File: src/rtl/speed_limit_scheduler_pkg.sv
`default_nettype none
// ============================================================================
//  Module      : speed_sched_pkg
//  Description : Shared types for speed_limit_scheduler. Holds the FSM state
//                enum and the active_src encodings. No ports.
//  Revision    : 1.0 - initial release
// ============================================================================
package speed_sched_pkg;

   typedef enum logic [1:0] {
      ST_IDLE      = 2'd0,
      ST_RAMP_UP   = 2'd1,
      ST_RAMP_DOWN = 2'd2,
      ST_EMERGENCY = 2'd3
   } state_t;

   localparam logic [1:0] SRC_NONE  = 2'd0;
   localparam logic [1:0] SRC_DRV   = 2'd1;
   localparam logic [1:0] SRC_SIGN  = 2'd2;
   localparam logic [1:0] SRC_EMERG = 2'd3;

endpackage
`default_nettype wire

File: src/rtl/speed_limit_scheduler_limit_ramp.sv
`default_nettype none
// ============================================================================
//  Module      : limit_ramp
//  Description : Tick counter plus saturating step of the applied limit
//                toward a target.
//  Ports       : clk, rst (async, active-high)
//                en         - count ticks; low clears the counter
//                up         - step direction (1 = increase)
//                target     - value the step saturates at
//                cur        - current applied limit
//                next       - cur moved one STEP toward target
//                step_pulse - high on the edge where cur should take next
//  Revision    : 1.0 - initial release
// ============================================================================
module limit_ramp #(
   parameter int W           = 8,
   parameter int STEP        = 5,
   parameter int TICK_CYCLES = 4
) (
   input  logic         clk,
   input  logic         rst,
   input  logic         en,
   input  logic         up,
   input  logic [W-1:0] target,
   input  logic [W-1:0] cur,
   output logic [W-1:0] next,
   output logic         step_pulse
);

   localparam int          TW          = (TICK_CYCLES > 1) ? $clog2(TICK_CYCLES) : 1;
   localparam logic [TW-1:0] C_TICK_LAST = TW'(TICK_CYCLES - 1);
   localparam logic [W:0]   C_STEP_EXT  = (W+1)'(STEP);
   localparam logic [W-1:0] C_STEP      = W'(STEP);

   logic [TW-1:0] r_tick;
   logic [W:0]    w_cur_ext;
   logic [W:0]    w_tgt_ext;
   logic [W:0]    w_up_sum;
   logic [W:0]    w_dn_floor;

   always_ff @(posedge clk or posedge rst) begin
      if (rst) begin
         r_tick <= '0;
      end else if (!en || r_tick == C_TICK_LAST) begin
         r_tick <= '0;
      end else begin
         r_tick <= r_tick + 1'b1;
      end
   end

   assign step_pulse = en && (r_tick == C_TICK_LAST);

   // One extra bit so cur+STEP near the top of the range cannot wrap
   // before it is compared against the target.
   assign w_cur_ext  = {1'b0, cur};
   assign w_tgt_ext  = {1'b0, target};
   assign w_up_sum   = w_cur_ext + C_STEP_EXT;
   assign w_dn_floor = w_tgt_ext + C_STEP_EXT;

   always_comb begin
      next = target;
      if (up) begin
         if (w_up_sum <= w_tgt_ext) begin
            next = w_up_sum[W-1:0];
         end
      end else begin
         if (w_cur_ext >= w_dn_floor) begin
            next = cur - C_STEP;
         end
      end
   end

endmodule
`default_nettype wire

File: src/rtl/speed_limit_scheduler.sv
`default_nettype none
// ============================================================================
//  Module      : speed_limit_scheduler
//  Description : Arbitrates driver setpoint, road-sign ceiling and emergency
//                override, then ramps the applied speed limit toward
//                min(driver target, sign ceiling) in fixed steps.
//  Ports       : clk, rst (async, active-high)
//                drv_req/drv_limit   -> drv_ack   driver setpoint handshake
//                sign_req/sign_limit -> sign_ack  road-sign ceiling handshake
//                emerg                            level emergency override
//                speed_limit  applied limit
//                ramping      high while ramping up or down
//                active_src   0 none, 1 driver, 2 sign, 3 emergency
//  Revision    : 1.0 - initial release
// ============================================================================
module speed_limit_scheduler
   import speed_sched_pkg::*;
#(
   parameter int W           = 8,
   parameter int STEP        = 5,
   parameter int TICK_CYCLES = 4,
   parameter int MAX_LIMIT   = 120
) (
   input  logic         clk,
   input  logic         rst,
   input  logic         drv_req,
   input  logic [W-1:0] drv_limit,
   input  logic         sign_req,
   input  logic [W-1:0] sign_limit,
   input  logic         emerg,
   output logic         drv_ack,
   output logic         sign_ack,
   output logic [W-1:0] speed_limit,
   output logic         ramping,
   output logic [1:0]   active_src
);

   localparam logic [W-1:0] C_MAX = W'(MAX_LIMIT);

   state_t       r_state;
   state_t       w_state_next;
   logic [W-1:0] r_speed;
   logic [W-1:0] r_drv_tgt;
   logic [W-1:0] r_sign_ceil;
   logic         r_drv_ack;
   logic         r_sign_ack;

   logic [W-1:0] w_target;
   logic         w_block;
   logic         w_sign_acc;
   logic         w_drv_acc;
   logic         w_ramp_en;
   logic         w_ramp_up;
   logic         w_clear_drv;
   logic [W-1:0] w_next;
   logic         w_step;

   function automatic logic [W-1:0] f_clamp(input logic [W-1:0] v);
      return (v > C_MAX) ? C_MAX : v;
   endfunction

   assign w_target = (r_drv_tgt < r_sign_ceil) ? r_drv_tgt : r_sign_ceil;

   // Acks are also held off on the edge that leaves EMERGENCY: that edge
   // clears the driver target, and a simultaneous accept would be lost.
   assign w_block    = emerg || (r_state == ST_EMERGENCY);
   // A req seen while its own ack is high is the same request, not a new one.
   assign w_sign_acc = !w_block && sign_req && !r_sign_ack;
   assign w_drv_acc  = !w_block && !w_sign_acc && drv_req && !r_drv_ack;

   always_ff @(posedge clk or posedge rst) begin
      if (rst) begin
         r_state <= ST_IDLE;
      end else begin
         r_state <= w_state_next;
      end
   end

   always_comb begin
      w_state_next = r_state;
      w_ramp_en    = 1'b0;
      w_ramp_up    = 1'b0;
      w_clear_drv  = 1'b0;
      ramping      = 1'b0;
      active_src   = SRC_NONE;

      if (emerg) begin
         w_state_next = ST_EMERGENCY;
      end else begin
         case (r_state)
            ST_IDLE: begin
               if (w_target > r_speed) begin
                  w_state_next = ST_RAMP_UP;
               end else if (w_target < r_speed) begin
                  w_state_next = ST_RAMP_DOWN;
               end
            end
            ST_RAMP_UP: begin
               if (w_target == r_speed) begin
                  w_state_next = ST_IDLE;
               end else if (w_target < r_speed) begin
                  w_state_next = ST_RAMP_DOWN;
               end else begin
                  w_ramp_en = 1'b1;
                  w_ramp_up = 1'b1;
               end
            end
            ST_RAMP_DOWN: begin
               if (w_target == r_speed) begin
                  w_state_next = ST_IDLE;
               end else if (w_target > r_speed) begin
                  w_state_next = ST_RAMP_UP;
               end else begin
                  w_ramp_en = 1'b1;
               end
            end
            ST_EMERGENCY: begin
               w_state_next = ST_IDLE;
               w_clear_drv  = 1'b1;
            end
            default: begin
               w_state_next = ST_IDLE;
            end
         endcase
      end

      ramping = (r_state == ST_RAMP_UP) || (r_state == ST_RAMP_DOWN);
      if (r_state == ST_EMERGENCY) begin
         active_src = SRC_EMERG;
      end else if (r_sign_ceil < r_drv_tgt) begin
         active_src = SRC_SIGN;
      end else if (r_drv_tgt != '0) begin
         active_src = SRC_DRV;
      end
   end

   // en drops on entry, direction change and arrival, which restarts the
   // tick count from zero each time.
   limit_ramp #(
      .W           (W),
      .STEP        (STEP),
      .TICK_CYCLES (TICK_CYCLES)
   ) u_ramp (
      .clk        (clk),
      .rst        (rst),
      .en         (w_ramp_en),
      .up         (w_ramp_up),
      .target     (w_target),
      .cur        (r_speed),
      .next       (w_next),
      .step_pulse (w_step)
   );

   always_ff @(posedge clk or posedge rst) begin
      if (rst) begin
         r_speed     <= '0;
         r_drv_tgt   <= '0;
         r_sign_ceil <= C_MAX;
         r_drv_ack   <= 1'b0;
         r_sign_ack  <= 1'b0;
      end else begin
         r_drv_ack  <= w_drv_acc;
         r_sign_ack <= w_sign_acc;

         if (emerg) begin
            r_speed <= '0;
         end else if (w_step) begin
            r_speed <= w_next;
         end

         if (w_clear_drv) begin
            r_drv_tgt <= '0;
         end else if (w_drv_acc) begin
            r_drv_tgt <= f_clamp(drv_limit);
         end

         if (w_sign_acc) begin
            r_sign_ceil <= f_clamp(sign_limit);
         end
      end
   end

   assign drv_ack     = r_drv_ack;
   assign sign_ack    = r_sign_ack;
   assign speed_limit = r_speed;

endmodule
`default_nettype wire
File: config.mk
export PLATFORM = sky130hd
export DESIGN_NAME = speed_limit_scheduler
export DESIGN_NICKNAME = d
export VERILOG_FILES = /design/src/rtl/speed_limit_scheduler_pkg.sv /design/src/rtl/speed_limit_scheduler_limit_ramp.sv /design/src/rtl/speed_limit_scheduler.sv
export SDC_FILE = /design/constraint.sdc
export NUM_CORES = 1
export LEC_CHECK = 0
export BUFFER_PORTS_ARGS = -buffer_cell sky130_fd_sc_hd__buf_2
export CAP_MARGIN = 10
export CORE_AREA = 2 2 113 115
export DETAILED_ROUTE_END_ITERATION = 16
export DIE_AREA = 0 0 115 117
export HOLD_SLACK_MARGIN = 0.08
export PLACE_DENSITY = 0.45
export SETUP_SLACK_MARGIN = 0.02
export SYNTH_ARGS = -nofsm -noshare
export SYNTH_HDL_FRONTEND = slang
export SYNTH_SLANG_ARGS = --single-unit
File: constraint.sdc
create_clock -name clk -period 7.2 [get_ports clk]
set_input_delay 1.44 -clock clk [delete_from_list [all_inputs] [get_ports clk]]
set_output_delay 1.44 -clock clk [all_outputs]
set_load 0.1 [all_outputs]
==> results.cfg <==
[layout]
final_core_utilization = 0.280
drive_above_1_share = 0.147
n_antenna_cell = 0
fin_nets = 460
area.growth.synth_to_final_pct = 15.5

[power_and_ir_drop]
power.density_nw_per_um2 = 494
peakVddDrop_mv = 0.404
power.total_mw = 1.70
leakage_nw = 1.60

[timing]
slew_violations = 0
worst_pin_slew_ns = 0.637
tns_ns = 0
rsz0062_at_grt = false
fmax_mhz = 198
post-route-period-util = 0.702
fin_crit_ns = 5.06
fin_skew_ns = 0.00435
hold_ws_ns = 0.446
setup_viol = 0
hold_violations = 0
slew_headroom = 0.574

[worst_setup_path]
crit_path_start_kind = flip-flop
critPathCaptureType = flip-flop
cp_max_fo = 21
worstPathRequired_ns = 7.38
worst-r2r-setup-slack_ns = 2.14
crit_arrival_ns = 5.23
worstSetupPathType = flip-flop to flip-flop

[clocking]
cts_root_buf = clkbuf_16
worstSkewPairLatency_ns = 0.28
path_clk_slew_ns = 0.06
cts_tree = done
cts_max_path_buffers = 2
postCtsSetupBuffers = 0
ctsHoldBuffers = 0
cts.sinks = 30
cts-htree-levels = 2
cts_made_buffers = 5
post_cts_resized = 0

[run_status]
status = completed

[placement]
gp_congestion = 0.878
port_buffers = 33
dp_hpwl_um = 6880

[global_route]
grt_start_max_net_pins = 31
track_usage = 0.138
grt_pass1_wl_um = 14500
antenna_found_initial = 0
first_global_vias = 2818
overflow = 0

[synthesis]
yosys_warnings = 0
synth_cell_types = 59
synth_top_cell_area_share = 0.218
synth.largest_area_cell = dfrtp_1
synth_flop_cell = dfrtp_1
synthTopCellsByArea = dfrtp_1 22%, ha_1 16%, a21oi_1 6.0%, nor2_1 4.8%, inv_1 4.2%
syn_nets = 428
synth_edf_count = 0
synth_seq_area_share = 0.253
async_flop_share = 1.00
netlist_instances = 369
ys_ff_latch = 30
synth_area_um2 = 2980
syn_avg_cell_area_um2 = 8.09
synth_common_cells = 38 x ha_1, 38 x nor2_1, 36 x a21oi_1

[floorplan]
core-area_um2 = 12300
dieArea_um2 = 13500
start_util = 0.242
die_w_um = 115
rows = 41
pin_count = 34
fp.dieH_um = 117

[drt]
route.detailed.drc = 0
wl_per_cell_um = 15.8
firstDrtPassIters = 4
drt-total-wl_um = 8730
vias = 2827
initialDrtViolationCount = 128
vias_per_cell = 5.12
drtAntennaViolNets = 0

[worst_hold_path]
min_path_type = flip-flop to flip-flop

[flow_run]
cap_viol_max_count = 0
-- flip-flops by register name, summed over array words and instances, names as in the netlist --
signal	count
speed_limit	8
sign_ack	1
drv_ack	1
r_sign_ceil	8
r_drv_tgt	8
r_state	2
u_ramp.r_tick	2
-- cell type report --
cell class                 count  area [µm²]
timing repair buffer          35         180
clock inverter                 2        12.5
tap                          150         188
fill                        1356        8860
inverter                      35         131
clock buffer                   6         139
sequential                    30         756
multi-input combinational    294        2040
-- worst max-delay path, stage by stage, from the launching register on --
cell and delay, ns:
dfrtp_1 0.45, inv_1 0.07, ha_1 0.30, nor2b_1 0.13, o211ai_1 0.19, a21oi_1 0.15
o21ai_1 0.14, buf_4 0.26, mux2i_1 0.48, inv_1 0.09, ha_1 0.31, a21oi_1 0.14
nor2_1 0.05, a211oi_1 0.37, and2_1 0.26, mux2_2 0.37, and4_1 0.33, nor2_1 0.55
a41oi_1 0.09, o22ai_1 0.22
-- path summary, 6_finish.rpt --
path | startpoint | end | depth (start not counted)
setup / recovery | r_drv_tgt[1] | speed_limit[5] | 19
hold / removal | u_ramp.r_tick[0] | u_ramp.r_tick[0] | 1
setup reg to reg | r_drv_tgt[1] | speed_limit[5] | 19
hold reg to reg | u_ramp.r_tick[0] | u_ramp.r_tick[0] | 1
max in group asynchronous | rst | r_sign_ceil[6] | 3
min in group asynchronous | rst | sign_ack | 3
-- logic make-up (layout without fill, tap and decap cells) --
group | count (synthesis) | after routing | synth area share
compound gates | 103 | 103 | 0.229
xor+xnor | 17 | 17 | 0.0499
simple gates | 125 | 125 | 0.208
flops | 30 | 30 | 0.253
fa+ha+maj | 38 | 38 | 0.159
buf+inv | 45 | 78 | 0.0629
mux | 11 | 11 | 0.0377
-- cell usage in the layout (no fill, tap or decap), drive strengths merged, types with 4 or more instances in the layout --
cell    netlist  final
mux2i         9      9
nand4         7      7
dfstp         4      4
ha           38     38
buf           6     35
a21oi        36     36
nor2b         4      4
and3          4      4
dfrtp        26     26
inv          35     35
a211oi        4      4
nor4          5      5
nor3          7      7
xnor2        14     14
a22o          6      6
o21ai        23     23
nand2        31     31
a21o          4      4
nor2         38     38
nand3        12     12
o211ai        4      4
clkbuf        4      6
-- power by group --
part	internal [mW]	switching, mW
registers	0.224	0.0664
logic	0.410	0.785
clock network	0.137	0.0799
total	0.770	0.932
-- per-layer routing --
metal / part of all wire / vias to the layer above / GRT usage
met5: 0 / - / 0
met4: 0.0061 / 0 / 0.0329
met3: 0.039 / 4 / 0.0216
met2: 0.47 / 64 / 0.233
met1: 0.48 / 1350 / 0.186
li1: - / 1409 / -
-- stage by stage --
stage          std cells  setup slack, ns  instance area, µm²
2_1_floorplan        369             2.99                2980
3_3_place_gp         544             2.18                3300
3_5_place_dp         544             2.18                3300
4_1_cts              552             2.14                3450
5_1_grt              552             1.77                3450
6_report             552             2.14                3450
Power figures use the tool's default switching activity.
